==> src/rtl/alu_pkg.sv <==
// Shared definitions for the sequential ALU: opcodes, PSR flag bit
// positions and the controller state encoding.
package alu_pkg;

  localparam logic [3:0] OP_ADD  = 4'd0;
  localparam logic [3:0] OP_SUB  = 4'd1;
  localparam logic [3:0] OP_OR   = 4'd2;
  localparam logic [3:0] OP_AND  = 4'd3;
  localparam logic [3:0] OP_XOR  = 4'd4;
  localparam logic [3:0] OP_NOT  = 4'd5;
  localparam logic [3:0] OP_MUL  = 4'd6;
  localparam logic [3:0] OP_CMP  = 4'd7;
  localparam logic [3:0] OP_SLL  = 4'd8;
  localparam logic [3:0] OP_SRL  = 4'd9;
  localparam logic [3:0] OP_SRA  = 4'd10;
  localparam logic [3:0] OP_DIVU = 4'd11;
  localparam logic [3:0] OP_REMU = 4'd12;

  // PSR layout {C,L,F,Z,N}
  localparam int FLG_C = 4;
  localparam int FLG_L = 3;
  localparam int FLG_F = 2;
  localparam int FLG_Z = 1;
  localparam int FLG_N = 0;

  typedef enum logic [1:0] {
    ST_IDLE = 2'd0,
    ST_MUL  = 2'd1,
    ST_DIV  = 2'd2
  } state_e;

endpackage

==> src/rtl/alu_seq_if.sv <==
// Operation/result handshake bundle of the sequential ALU.
// master: controller side; slave: the ALU.
interface alu_seq_if #(
  parameter int WIDTH     = 32,
  parameter int ALUOPBITS = 4,
  parameter int REGBITS   = 5
);
  logic                 in_valid;
  logic                 in_ready;
  logic [WIDTH-1:0]     arg1;
  logic [WIDTH-1:0]     arg2;
  logic [ALUOPBITS-1:0] aluop;
  logic                 out_valid;
  logic                 out_ready;
  logic [WIDTH-1:0]     result;
  logic [REGBITS-1:0]   psr;

  modport master (
    output in_valid, arg1, arg2, aluop, out_ready,
    input  in_ready, out_valid, result, psr
  );

  modport slave (
    input  in_valid, arg1, arg2, aluop, out_ready,
    output in_ready, out_valid, result, psr
  );
endinterface

==> src/rtl/alu_seq_iter.sv <==
// Shared iterative engine: shift-add multiply / restoring divide.
// Ports: start_i/div_i/a_i/b_i load, done_o marks the final step, acc_o/opa_o.
module alu_seq_iter #(
  parameter int WIDTH = 32
) (
  input  logic             clk,
  input  logic             reset,
  input  logic             start_i,
  input  logic             div_i,
  input  logic [WIDTH-1:0] a_i,
  input  logic [WIDTH-1:0] b_i,
  output logic             done_o,
  output logic [WIDTH-1:0] acc_o,
  output logic [WIDTH-1:0] opa_o
);
  localparam int CW = $clog2(WIDTH);

  logic             busy_q;
  logic             div_q;
  logic [CW-1:0]    cnt_q;
  logic [WIDTH-1:0] acc_q, acc_d;
  logic [WIDTH-1:0] opa_q, opa_d;
  logic [WIDTH-1:0] opb_q, opb_d;
  logic [WIDTH:0]   t;
  logic             ge;

  // mul: acc=product, opa=multiplicand, opb=multiplier
  // div: acc=partial remainder, opa=dividend/quotient, opb=divisor
  always_comb begin
    t     = {acc_q, opa_q[WIDTH-1]};
    ge    = t >= {1'b0, opb_q};
    acc_d = acc_q;
    opa_d = opa_q;
    opb_d = opb_q;
    if (div_q) begin
      acc_d = ge ? (t[WIDTH-1:0] - opb_q) : t[WIDTH-1:0];
      opa_d = {opa_q[WIDTH-2:0], ge};
    end else begin
      acc_d = acc_q + (opb_q[0] ? opa_q : '0);
      opa_d = opa_q << 1;
      opb_d = opb_q >> 1;
    end
  end

  // Final step's values are presented combinationally with done_o
  assign done_o = busy_q && (cnt_q == '0);
  assign acc_o  = acc_d;
  assign opa_o  = opa_d;

  always_ff @(posedge clk or negedge reset) begin
    if (!reset) begin
      busy_q <= 1'b0;
      div_q  <= 1'b0;
      cnt_q  <= '0;
      acc_q  <= '0;
      opa_q  <= '0;
      opb_q  <= '0;
    end else if (start_i) begin
      busy_q <= 1'b1;
      div_q  <= div_i;
      cnt_q  <= CW'(WIDTH - 1);
      acc_q  <= '0;
      opa_q  <= a_i;
      opb_q  <= b_i;
    end else if (busy_q) begin
      acc_q <= acc_d;
      opa_q <= opa_d;
      opb_q <= opb_d;
      cnt_q <= cnt_q - 1'b1;
      if (cnt_q == '0) busy_q <= 1'b0;
    end
  end
endmodule

==> src/rtl/alu_seq.sv <==
// Sequential ALU with registered result/PSR and valid/ready handshake.
// Ports: clk, reset (async active-low), bus (alu_seq_if.slave).
module alu_seq
  import alu_pkg::*;
#(
  parameter int WIDTH     = 32,
  parameter int ALUOPBITS = 4,
  parameter int REGBITS   = 5
) (
  input  logic     clk,
  input  logic     reset,
  alu_seq_if.slave bus
);
  localparam int SHBITS = $clog2(WIDTH);

  state_e state_q, state_d;

  logic [3:0]         op;
  logic [3:0]         op_q;
  logic [WIDTH-1:0]   a, b;
  logic [SHBITS-1:0]  sh;
  logic               in_ready;
  logic               accept;
  logic               is_mul, is_dv, div0;
  logic               start, sc_wr, fin_wr;

  logic [WIDTH:0]     sum, diff;
  logic [WIDTH-1:0]   sc_res, fin_res;
  logic [REGBITS-1:0] sc_flg, fin_flg;

  logic               it_done;
  logic [WIDTH-1:0]   it_acc, it_opa;

  logic               ov_q, ov_d;
  logic [WIDTH-1:0]   res_q, res_d;
  logic [REGBITS-1:0] psr_q, psr_d;

  assign op = bus.aluop[3:0];
  assign a  = bus.arg1;
  assign b  = bus.arg2;
  assign sh = b[SHBITS-1:0];

  assign in_ready = (state_q == ST_IDLE) && (!ov_q || bus.out_ready);
  assign accept   = bus.in_valid && in_ready;

  assign is_mul = op == OP_MUL;
  assign is_dv  = (op == OP_DIVU) || (op == OP_REMU);
  assign div0   = is_dv && (b == '0);
  // Divide by zero resolves in one cycle
  assign start  = accept && (is_mul || (is_dv && !div0));
  assign sc_wr  = accept && !start;
  assign fin_wr = (state_q != ST_IDLE) && it_done;

  alu_seq_iter #(.WIDTH(WIDTH)) u_iter (
    .clk     (clk),
    .reset   (reset),
    .start_i (start),
    .div_i   (is_dv),
    .a_i     (a),
    .b_i     (b),
    .done_o  (it_done),
    .acc_o   (it_acc),
    .opa_o   (it_opa)
  );

  always_comb begin
    sum    = {1'b0, a} + {1'b0, b};
    diff   = {1'b0, a} - {1'b0, b};
    sc_res = sum[WIDTH-1:0];
    sc_flg = '0;
    case (op)
      OP_ADD: begin
        sc_res        = sum[WIDTH-1:0];
        sc_flg[FLG_C] = sum[WIDTH];
        sc_flg[FLG_F] = (a[WIDTH-1] == b[WIDTH-1]) &&
                        (sc_res[WIDTH-1] != a[WIDTH-1]);
      end
      OP_SUB: begin
        sc_res        = diff[WIDTH-1:0];
        sc_flg[FLG_C] = diff[WIDTH];
        sc_flg[FLG_F] = (a[WIDTH-1] != b[WIDTH-1]) &&
                        (sc_res[WIDTH-1] != a[WIDTH-1]);
      end
      OP_CMP: begin
        sc_res        = diff[WIDTH-1:0];
        sc_flg[FLG_L] = diff[WIDTH];
        sc_flg[FLG_Z] = a == b;
        sc_flg[FLG_N] = $signed(a) < $signed(b);
      end
      OP_OR, OP_AND, OP_XOR, OP_NOT,
      OP_SLL, OP_SRL, OP_SRA: begin
        case (op)
          OP_OR:   sc_res = a | b;
          OP_AND:  sc_res = a & b;
          OP_XOR:  sc_res = a ^ b;
          OP_NOT:  sc_res = ~a;
          OP_SLL:  sc_res = a << sh;
          OP_SRL:  sc_res = a >> sh;
          default: sc_res = $signed(a) >>> sh;
        endcase
        sc_flg[FLG_Z] = sc_res == '0;
      end
      OP_DIVU: begin
        sc_res        = '1;
        sc_flg[FLG_F] = 1'b1;
      end
      OP_REMU: begin
        sc_res        = a;
        sc_flg[FLG_F] = 1'b1;
        sc_flg[FLG_Z] = a == '0;
      end
      default: begin
        sc_res = sum[WIDTH-1:0];
        sc_flg = '0;
      end
    endcase
  end

  always_comb begin
    if (state_q == ST_MUL || op_q == OP_MUL)
      fin_res = it_acc;
    else if (op_q == OP_DIVU)
      fin_res = it_opa;
    else
      fin_res = it_acc;
    fin_flg        = '0;
    fin_flg[FLG_Z] = fin_res == '0;
  end

  always_ff @(posedge clk or negedge reset) begin
    if (!reset) begin
      state_q <= ST_IDLE;
      op_q    <= '0;
      ov_q    <= 1'b0;
      res_q   <= '0;
      psr_q   <= '0;
    end else begin
      state_q <= state_d;
      if (accept) op_q <= op;
      ov_q    <= ov_d;
      res_q   <= res_d;
      psr_q   <= psr_d;
    end
  end

  always_comb begin
    state_d = state_q;
    unique case (state_q)
      ST_IDLE: if (start) state_d = is_mul ? ST_MUL : ST_DIV;
      ST_MUL,
      ST_DIV:  if (it_done) state_d = ST_IDLE;
      default: state_d = ST_IDLE;
    endcase
  end

  // Drain clears valid unless a new result lands on the same edge
  always_comb begin
    ov_d  = ov_q && !bus.out_ready;
    res_d = res_q;
    psr_d = psr_q;
    if (sc_wr) begin
      ov_d  = 1'b1;
      res_d = sc_res;
      psr_d = sc_flg;
    end else if (fin_wr) begin
      ov_d  = 1'b1;
      res_d = fin_res;
      psr_d = fin_flg;
    end
  end

  assign bus.in_ready  = in_ready;
  assign bus.out_valid = ov_q;
  assign bus.result    = res_q;
  assign bus.psr       = psr_q;
endmodule

==> src/flat_wrapper.sv <==
// flat-port wrapper written by rule: the top's interface ports become plain ports
module alu_seq_flat import alu_pkg::*;
#(
  parameter int WIDTH     = 32,
  parameter int ALUOPBITS = 4,
  parameter int REGBITS   = 5
)
  (clk, reset, bus_in_valid, bus_arg1, bus_arg2, bus_aluop, bus_out_ready, bus_in_ready, bus_out_valid, bus_result, bus_psr);
  alu_seq_if #(.WIDTH(WIDTH), .ALUOPBITS(ALUOPBITS), .REGBITS(REGBITS)) bus_i ();
  input  logic clk;
  input  logic reset;
  input wire logic [$bits(bus_i.in_valid)-1:0] bus_in_valid;
  input wire logic [$bits(bus_i.arg1)-1:0] bus_arg1;
  input wire logic [$bits(bus_i.arg2)-1:0] bus_arg2;
  input wire logic [$bits(bus_i.aluop)-1:0] bus_aluop;
  input wire logic [$bits(bus_i.out_ready)-1:0] bus_out_ready;
  output wire logic [$bits(bus_i.in_ready)-1:0] bus_in_ready;
  output wire logic [$bits(bus_i.out_valid)-1:0] bus_out_valid;
  output wire logic [$bits(bus_i.result)-1:0] bus_result;
  output wire logic [$bits(bus_i.psr)-1:0] bus_psr;
  assign bus_i.in_valid = bus_in_valid;
  assign bus_i.arg1 = bus_arg1;
  assign bus_i.arg2 = bus_arg2;
  assign bus_i.aluop = bus_aluop;
  assign bus_i.out_ready = bus_out_ready;
  assign bus_in_ready = bus_i.in_ready;
  assign bus_out_valid = bus_i.out_valid;
  assign bus_result = bus_i.result;
  assign bus_psr = bus_i.psr;
  alu_seq #(.WIDTH(WIDTH), .ALUOPBITS(ALUOPBITS), .REGBITS(REGBITS)) u_core (.clk(clk), .reset(reset), .bus(bus_i));
endmodule
==> config.mk <==
export PLATFORM = sky130hd
export DESIGN_NAME = alu_seq_flat
export DESIGN_NICKNAME = d
export VERILOG_FILES = /design/src/rtl/alu_pkg.sv /design/src/rtl/alu_seq_if.sv /design/src/rtl/alu_seq_iter.sv /design/src/rtl/alu_seq.sv /design/src/flat_wrapper.sv
export SDC_FILE = /design/constraint.sdc
export NUM_CORES = 1
export LEC_CHECK = 0
export BUFFER_PORTS_ARGS = -buffer_cell sky130_fd_sc_hd__buf_2
export CORE_ASPECT_RATIO = 1.25
export CORE_MARGIN = 4
export CORE_UTILIZATION = 50
export CTS_CLUSTER_SIZE = 28
export DETAILED_ROUTE_END_ITERATION = 16
export PLACE_DENSITY_LB_ADDON = 0.08
export SLEW_MARGIN = 25
export SYNTH_ARGS = -nofsm -noshare
export SYNTH_HDL_FRONTEND = slang
export SYNTH_SLANG_ARGS = --single-unit
==> constraint.sdc <==
create_clock -name clk -period 4.7 [get_ports clk]
set_input_delay 0.47 -clock clk [delete_from_list [all_inputs] [get_ports clk]]
set_output_delay 0.47 -clock clk [all_outputs]
set_load 0.005 [all_outputs]
**Word-level counts from Yosys, hierarchy flattened**

Cells that the tools add are included.

- Bits of input ports: 72
- Word-level logic and storage cells: 120
- Register bits: 147
- Output and inout port bits: 39

- Bitwise logic cells: 4
- Reductions and logical operators: 35
- Magnitude comparators: 2
- Eq/ne operators: 24
- Muxes and demuxes: 36
- Shifts and indexed selects: 3
- $add $sub $neg: 5

Operator list:

| operator | count |
|---|---|
| $mux W32 | 15 |
| $pmux W32 S6 | 1 |
| $logic_not A32 Y1 | 4 |
| $pmux W32 S4 | 1 |
| $add A32 B32 Y33 | 1 |
| $ge A33 B32 Y1 | 1 |
| $sub A32 B32 Y33 | 1 |
| $add A32 B32 Y32 | 1 |
| $and A32 B32 Y32 | 1 |
| $eq A32 B32 Y1 | 1 |
| $lt A32 B32 Y1 | 1 |
| $not A32 Y32 | 1 |
| $or A32 B32 Y32 | 1 |
| $shl A32 B5 Y32 | 1 |
| $shr A32 B5 Y32 | 1 |
| $sshr A32 B5 Y32 | 1 |
| $sub A32 B32 Y32 | 1 |
| $xor A32 B32 Y32 | 1 |
| $eq A4 B4 Y1 const B | 6 |
| $eq A4 B3 Y1 const B | 5 |
| $mux W5 | 4 |
| $logic_and A1 B1 Y1 | 11 |
| $eq A4 B2 Y1 const B | 2 |
| $mux W1 | 8 |
| 20 further kinds | 38 |

**Logic depth before layout (Yosys ltp)**

- Word-level depth: 10
- Mapped depth: 19
- Mapped depth without buffers: 16

**Modules after synthesis**

From an unflattened synthesis, not the netlist that was laid out.

- Cell total of the unflattened synthesis: 3,067
- Area total of the unflattened synthesis: 22,678.0 um^2

Modules (own cells, without submodules):

| module | area each (um^2) | cells an instance | instances |
|---|---|---|---|
| alu_seq | 13,500.4 | 1,920 | 1 |
| alu_seq_iter | 9,177.6 | 1,147 | 1 |

**Worst setup path after synthesis**

No wires, ideal clock.

- Kind: input to register
- Start point: input port bus_arg2[2]
- End point: register u_core.res_q[25] (netlist: u_core.bus.result[25])
- Stages: 19
- Slack: 0.329 ns
- Setup time: 0.086 ns
- Required time: 4.614 ns
- Arrival time: 4.285 ns
- Path through: buf_2 > inv_1 > buf_2 > buf_1 > buf_1 > ha_1 > buf_2 > inv_1 > a21oi_1 > o21ai_0 > a311oi_1 > o211ai_1 > a311oi_1 > o21ai_1 > a211oi_1 > o21a_1 > nor2_1 > or4_1 > a32oi_1

- Longest elaborated chain between the ends: 9
- Elaborated cells between the ends (all ways): 18
- Classes of those cells: add/sub: 2; shift: 3; mux: 4; reduce/logical: 9

RTL lines:

| what | RTL line | RTL |
|---|---|---|
| start: declaration | flat_wrapper.sv:14 | `input wire logic [$bits(bus_i.arg2)-1:0] bus_arg2;` |
| parallel branches: the longest is 9 deep, another holds $add A32 B32 Y33 | -- |  |
| end signal: assignment | alu_seq.sv:141 | `res_q <= res_d;` |
| end: declaration | alu_seq.sv:35 | `logic [WIDTH-1:0] res_q, res_d;` |

Parallel ways; which one is timed is not known. The select of a mux whose other input is x is not followed.
A chain may end at the register's enable or synchronous reset.

**Worst setup path in the final report**

- Start point: register u_core.u_iter.acc_q[3]
- End point: register u_core.psr_q[1] (netlist: u_core.bus.psr[1])

- Longest elaborated chain between the ends: 8
- Elaborated cells between the ends (all ways): 11
- Classes of those cells: add/sub: 2; order compare: 1; mux: 7; reduce/logical: 1

RTL lines:

| what | RTL line | RTL |
|---|---|---|
| start: declaration | alu_seq_iter.sv:21 | `logic [WIDTH-1:0] acc_q, acc_d;` |
| start signal: assignment | alu_seq_iter.sv:55 | `acc_q <= '0;` |
| start signal: assignment | alu_seq_iter.sv:62 | `acc_q <= '0;` |
| start signal: assignment | alu_seq_iter.sv:66 | `acc_q <= acc_d;` |
| $sub A32 B32 Y32 / $ge A33 B32 Y1 (equally long branches) | alu_seq_iter.sv:36, alu_seq_iter.sv:31 |  |
| $mux W32 | alu_seq_iter.sv:36 | `acc_d = ge ? (t[WIDTH-1:0] - opb_q) : t[WIDTH-1:0];` |
| $mux W32 | alu_seq_iter.sv:35 | `if (div_q) begin` |
| $mux W32 | alu_seq.sv:122 | `else if (op_q == OP_DIVU)` |
| $mux W32 * | alu_seq.sv:120 | `if (state_q == ST_MUL \|\| op_q == OP_MUL)` |
| $logic_not A32 Y1 * | alu_seq.sv:127 | `fin_flg[FLG_Z] = fin_res == '0;` |
| $mux W5 * | alu_seq.sv:165 | `end else if (fin_wr) begin` |
| $mux W5 * | alu_seq.sv:161 | `if (sc_wr) begin` |
| end signal: assignment | alu_seq.sv:142 | `psr_q <= psr_d;` |
| end: declaration | alu_seq.sv:36 | `logic [REGBITS-1:0] psr_q, psr_d;` |

Mark *: on every way between the ends. The rest lies on a longest branch, timed or not. The select of a mux whose other input is x is not followed.

==> results_tabular.tex <==
\begin{tabular}{lr}
\hline
Metric & Value \\
\hline
\multicolumn{2}{l}{\textbf{Outcome}} \\
Outcome & completed \\
\multicolumn{2}{l}{\textbf{Yosys}} \\
Proportion of netlist area held by the largest area contributor & 17.0\% \\
Synth area leader & dfrtp\_1 \\
Count of warnings emitted by yosys & 0 \\
Dominant register cell in the synthesized netlist & dfrtp\_1 \\
Synth unique cells & 104 \\
Most frequent cells after synthesis & 326 x nor2\_1, 293 x nand2\_1, 268 x a21oi\_1, 211 x o21ai\_0, 177 x clkbuf\_1 \\
Sequential cell area fraction in the yosys report & 17.0\% \\
Biggest area contributors in the synthesized netlist & dfrtp\_1 17\%, ha\_1 9.5\%, mux4\_2 6.6\%, a21oi\_1 6.2\%, nor2\_1 5.7\% \\
Async set-reset flop share out of synthesis & 100\% \\
Dominant cell by count in the synthesized netlist & nor2\_1 \\
Mapped Nets & 3158 \\
Mapped Avg Cell Area & 7.42 um\^{}2 \\
Total of flip-flops plus latches after synthesis & 147 \\
Summed instance area of the synthesized netlist & 0.0217 mm\^{}2 \\
Number of instances in the synthesized netlist & 2917 \\
Number of enable-type register cells in the synthesized netlist & 0 \\
\multicolumn{2}{l}{\textbf{Clock network}} \\
Clock-pin transition on the worst setup and hold timing paths & 0.07 ns \\
Number of H-tree levels & 4 \\
CTS Buf Count & 17 \\
Clock tree from TritonCTS & built \\
Hold-fix buffers at CTS & 0 \\
Buffer type at the clock tree root & clkbuf\_16 \\
Post CTS Setup Buffer Count & 0 \\
Max Buffers Root-to-Sink & 2 \\
Later-pin clock latency in the skew report & 0.45 ns \\
Num Clock Sinks & 147 \\
\multicolumn{2}{l}{\textbf{Placed design}} \\
Number of buffer cells added on primary ports & 110 \\
Area of placed instances & 0.0235 mm\^{}2 \\
Post-placement setup slack & 0.146 ns \\
Routability cong. & 1.13 \\
Half-perimeter wire length of the detailed placement result & 82200 um \\
\multicolumn{2}{l}{\textbf{Drt}} \\
1st-iter DRT viols & 2495 \\
Residual DRC & 0 \\
Wire length per cell after detailed routing & 29.0 um \\
Router iterations before antenna repair & 7 \\
Via count & 24600 \\
Antenna Violating Nets Remaining & 0 \\
Routed WL & 104000 um \\
Post-detailed-route via-to-cell ratio & 6.88 \\
\multicolumn{2}{l}{\textbf{Die}} \\
FP Rows & 85 \\
DIE AREA & 0.0467 mm\^{}2 \\
Width of the chip & 194 um \\
IO Pins & 111 \\
Vert. Die Dim & 241 um \\
Placeable core region & 0.0430 mm\^{}2 \\
Starting utilization of the core area & 50.4\% \\
\multicolumn{2}{l}{\textbf{GRT}} \\
Antenna violations before repair & 3 \\
Wire length of the first global-routing pass & 152000 um \\
Number of global-route vias before repair & 23600 \\
Pin count of the biggest net entering global routing & 85 \\
Aggregate global-route resource usage & 42.6\% \\
Remaining Overflow, GRT & 0 \\
\multicolumn{2}{l}{\textbf{Layout}} \\
Core occupancy in the finished layout & 56.2\% \\
Share of layout cells above drive strength 1 & 15.3\% \\
Number of nets in the layout & 3240 \\
Area overhead of the layout relative to synthesis & 11.5\% \\
Diode count & 0 \\
Area of all placed cells without fillers & 0.0241 mm\^{}2 \\
\multicolumn{2}{l}{\textbf{Timing}} \\
Maximum clock frequency & 0.225 GHz \\
Post-layout worst setup margin & 0.251 ns \\
Final setup violation count & 0 \\
Worst hold margin & 0.0419 ns \\
Setup clock skew after layout & 0.00970 ns \\
Worst Tran Pin Value & 1.04 ns \\
Fin crit period & 4.45 ns \\
Setup TNS & 0 ns \\
Final hold violation count & 0 \\
Share of the clock period used by the worst path & 94.7\% \\
Unrepaired setup endpoints after global routing & false \\
Max Transition Viols Final & 0 \\
Max\_slew headroom & 30.8\% \\
\multicolumn{2}{l}{\textbf{Worst setup path}} \\
Crit Path Class & flop to flop \\
Worst R2R Start & u\_core.u\_iter.acc\_q[3] \\
Worst setup path startpoint & u\_core.u\_iter.acc\_q[3] \\
Worst path max stage delay & 0.51 ns \\
Worst-path cell with the longest stage delay & dfrtp\_1 \\
Required time worst endpoint & 5.05 ns \\
Critical-path cell list & ha\_1, nand2\_1, o31ai\_4, a41oi\_4, o21ai\_2, nor2\_1, buf\_4, mux2i\_1, a31o\_2, or4b\_1, nor4\_1, nand3\_1, o41ai\_2 \\
Critical path peak fanout & 8 \\
Crit path arrival time & 4.80 ns \\
Endpoint kind of the worst setup timing path & flop \\
Type of origin of the critical path & flop \\
Path depth of the worst reg2reg path & 13 \\
\multicolumn{2}{l}{\textbf{Power}} \\
Pleak & 0.0107 uW \\
Share of total power in sequential cells & 17.8\% \\
Peak supply drop & 0.509 mV \\
Clock Power Share & 9.5\% \\
Internal power & 6810 uW \\
Pwr dens & 605 mW/mm\^{}2 \\
Proportion of power drawn by combinational gates & 72.7\% \\
Switching power share of the total & 53.3\% \\
Net switching power figure & 7790 uW \\
\multicolumn{2}{l}{\textbf{Run}} \\
Max-cap violations & 0 \\
\multicolumn{2}{l}{\textbf{Hold path}} \\
Hold/Removal Path Class & primary input to asynchronous set/reset pin \\
\hline
\end{tabular}
[sequential cells by signal, summed over array words and instances (netlist names)]
signal,cells
u_core.bus.out_valid,1
u_core.bus.psr,5
u_core.bus.result,32
u_core.op_q,4
u_core.state_q,2
u_core.u_iter.acc_q,32
u_core.u_iter.busy_q,1
u_core.u_iter.cnt_q,5
u_core.u_iter.div_q,1
u_core.u_iter.opa_q,32
u_core.u_iter.opb_q,32
[repair_timing]
| action | 4_1_cts | 5_1_grt |
|---|---|---|
| resized for setup | 0 | 3 |
| hold endpoints to repair | 0 | 0 |
| endpoints found under the setup margin | 0 | 2 |
[layer usage]
layer / global-route usage (%) / part of all wire, % / up-vias
li1: - / - / 10900
met2: 70.5 / 46 / 1505
met4: 35.7 / 10 / 6
met3: 6.55 / 8.0 / 418
met5: 0 / 0.039 / -
met1: 48.7 / 35 / 11700
[worst max-delay path: cells and delay by family, from the launching register on]
kind / cells / cell delay [ns]
flip-flops: 1 / 0.51
buffers and inverters: 1 / 0.21
multiplexers: 1 / 0.21
adder cells (fa/ha/maj): 1 / 0.47
AO/OA/AOI/OAI: 5 / 1.61
AND/OR/NAND/NOR: 5 / 1.32
[through the flow]
step,std cells,power [uW]
4_1_cts,3577,14300
2_1_floorplan,2917,9450
3_3_place_gp,3545,12600
5_1_grt,3577,15500
6_report,3577,14600
3_5_place_dp,3545,12800
[path summary, 6_finish.rpt]
check                                         end  slack (ns)
hold / removal               u_core.bus.out_valid        0.04
hold reg to reg              u_core.bus.result[3]        0.47
max in group asynchronous  u_core.u_iter.acc_q[7]        3.71
min in group clk             u_core.bus.out_valid        0.30
setup / recovery                u_core.bus.psr[1]        0.25
setup reg to reg                u_core.bus.psr[1]        0.25
[logic make-up after synthesis]
| kind of cell | synth area share (%) |
|---|---|
| buffers and inverters | 7.22 |
| DFF | 17.0 |
| and+or+nand+nor | 20.9 |
| adders and majority gates | 9.90 |
| AOI/OAI and AO/OA | 29.9 |
| xor gates and xnor gates | 3.51 |
| muxes | 11.6 |
[cell type report]
class,count,area [um^2]
Clock buffer,20,447
Clock inverter,12,131
Fill cell,4234,18800
Inverter,149,559
Multi-Input combinational cell,2383,16500
Sequential cell,147,3680
Tap cell,565,707
Timing Repair Buffer,301,2130
[placed cells by master, fill, tap and decap left out, types with 22 or more instances in the layout]
| cell type | n |
|---|---|
| nor2_1 | 323 |
| nand2_1 | 292 |
| a21oi_1 | 267 |
| o21ai_0 | 210 |
| buf_4 | 181 |
| ha_1 | 165 |
| dfrtp_1 | 144 |
| inv_1 | 143 |
| buf_2 | 108 |
| a211oi_1 | 91 |
| mux2i_1 | 90 |
| nor3_1 | 66 |
| mux4_2 | 63 |
| xnor2_1 | 56 |
| nand3_1 | 46 |
| and2_1 | 41 |
| a21o_1 | 38 |
| nor4_1 | 32 |
| nand4_1 | 32 |
| a31oi_1 | 32 |
| nor2b_1 | 31 |
| xor2_1 | 29 |
| o22ai_1 | 29 |
| a221oi_1 | 24 |
| o211ai_1 | 24 |
| a22oi_1 | 24 |
| o221ai_1 | 23 |
| nand2b_1 | 22 |
[power by group through the flow]
stage / sequential [uW] / clock [uW] / combinational, uW
2_1_floorplan: 2270 / 0 / 7170
3_3_place_gp: 2560 / 0 / 10100
3_5_place_dp: 2570 / 0 / 10200
4_1_cts: 2560 / 1400 / 10300
5_1_grt: 2630 / 1450 / 11400
6_report: 2590 / 1390 / 10600
Note: power is estimated with default switching activity, not from simulation.
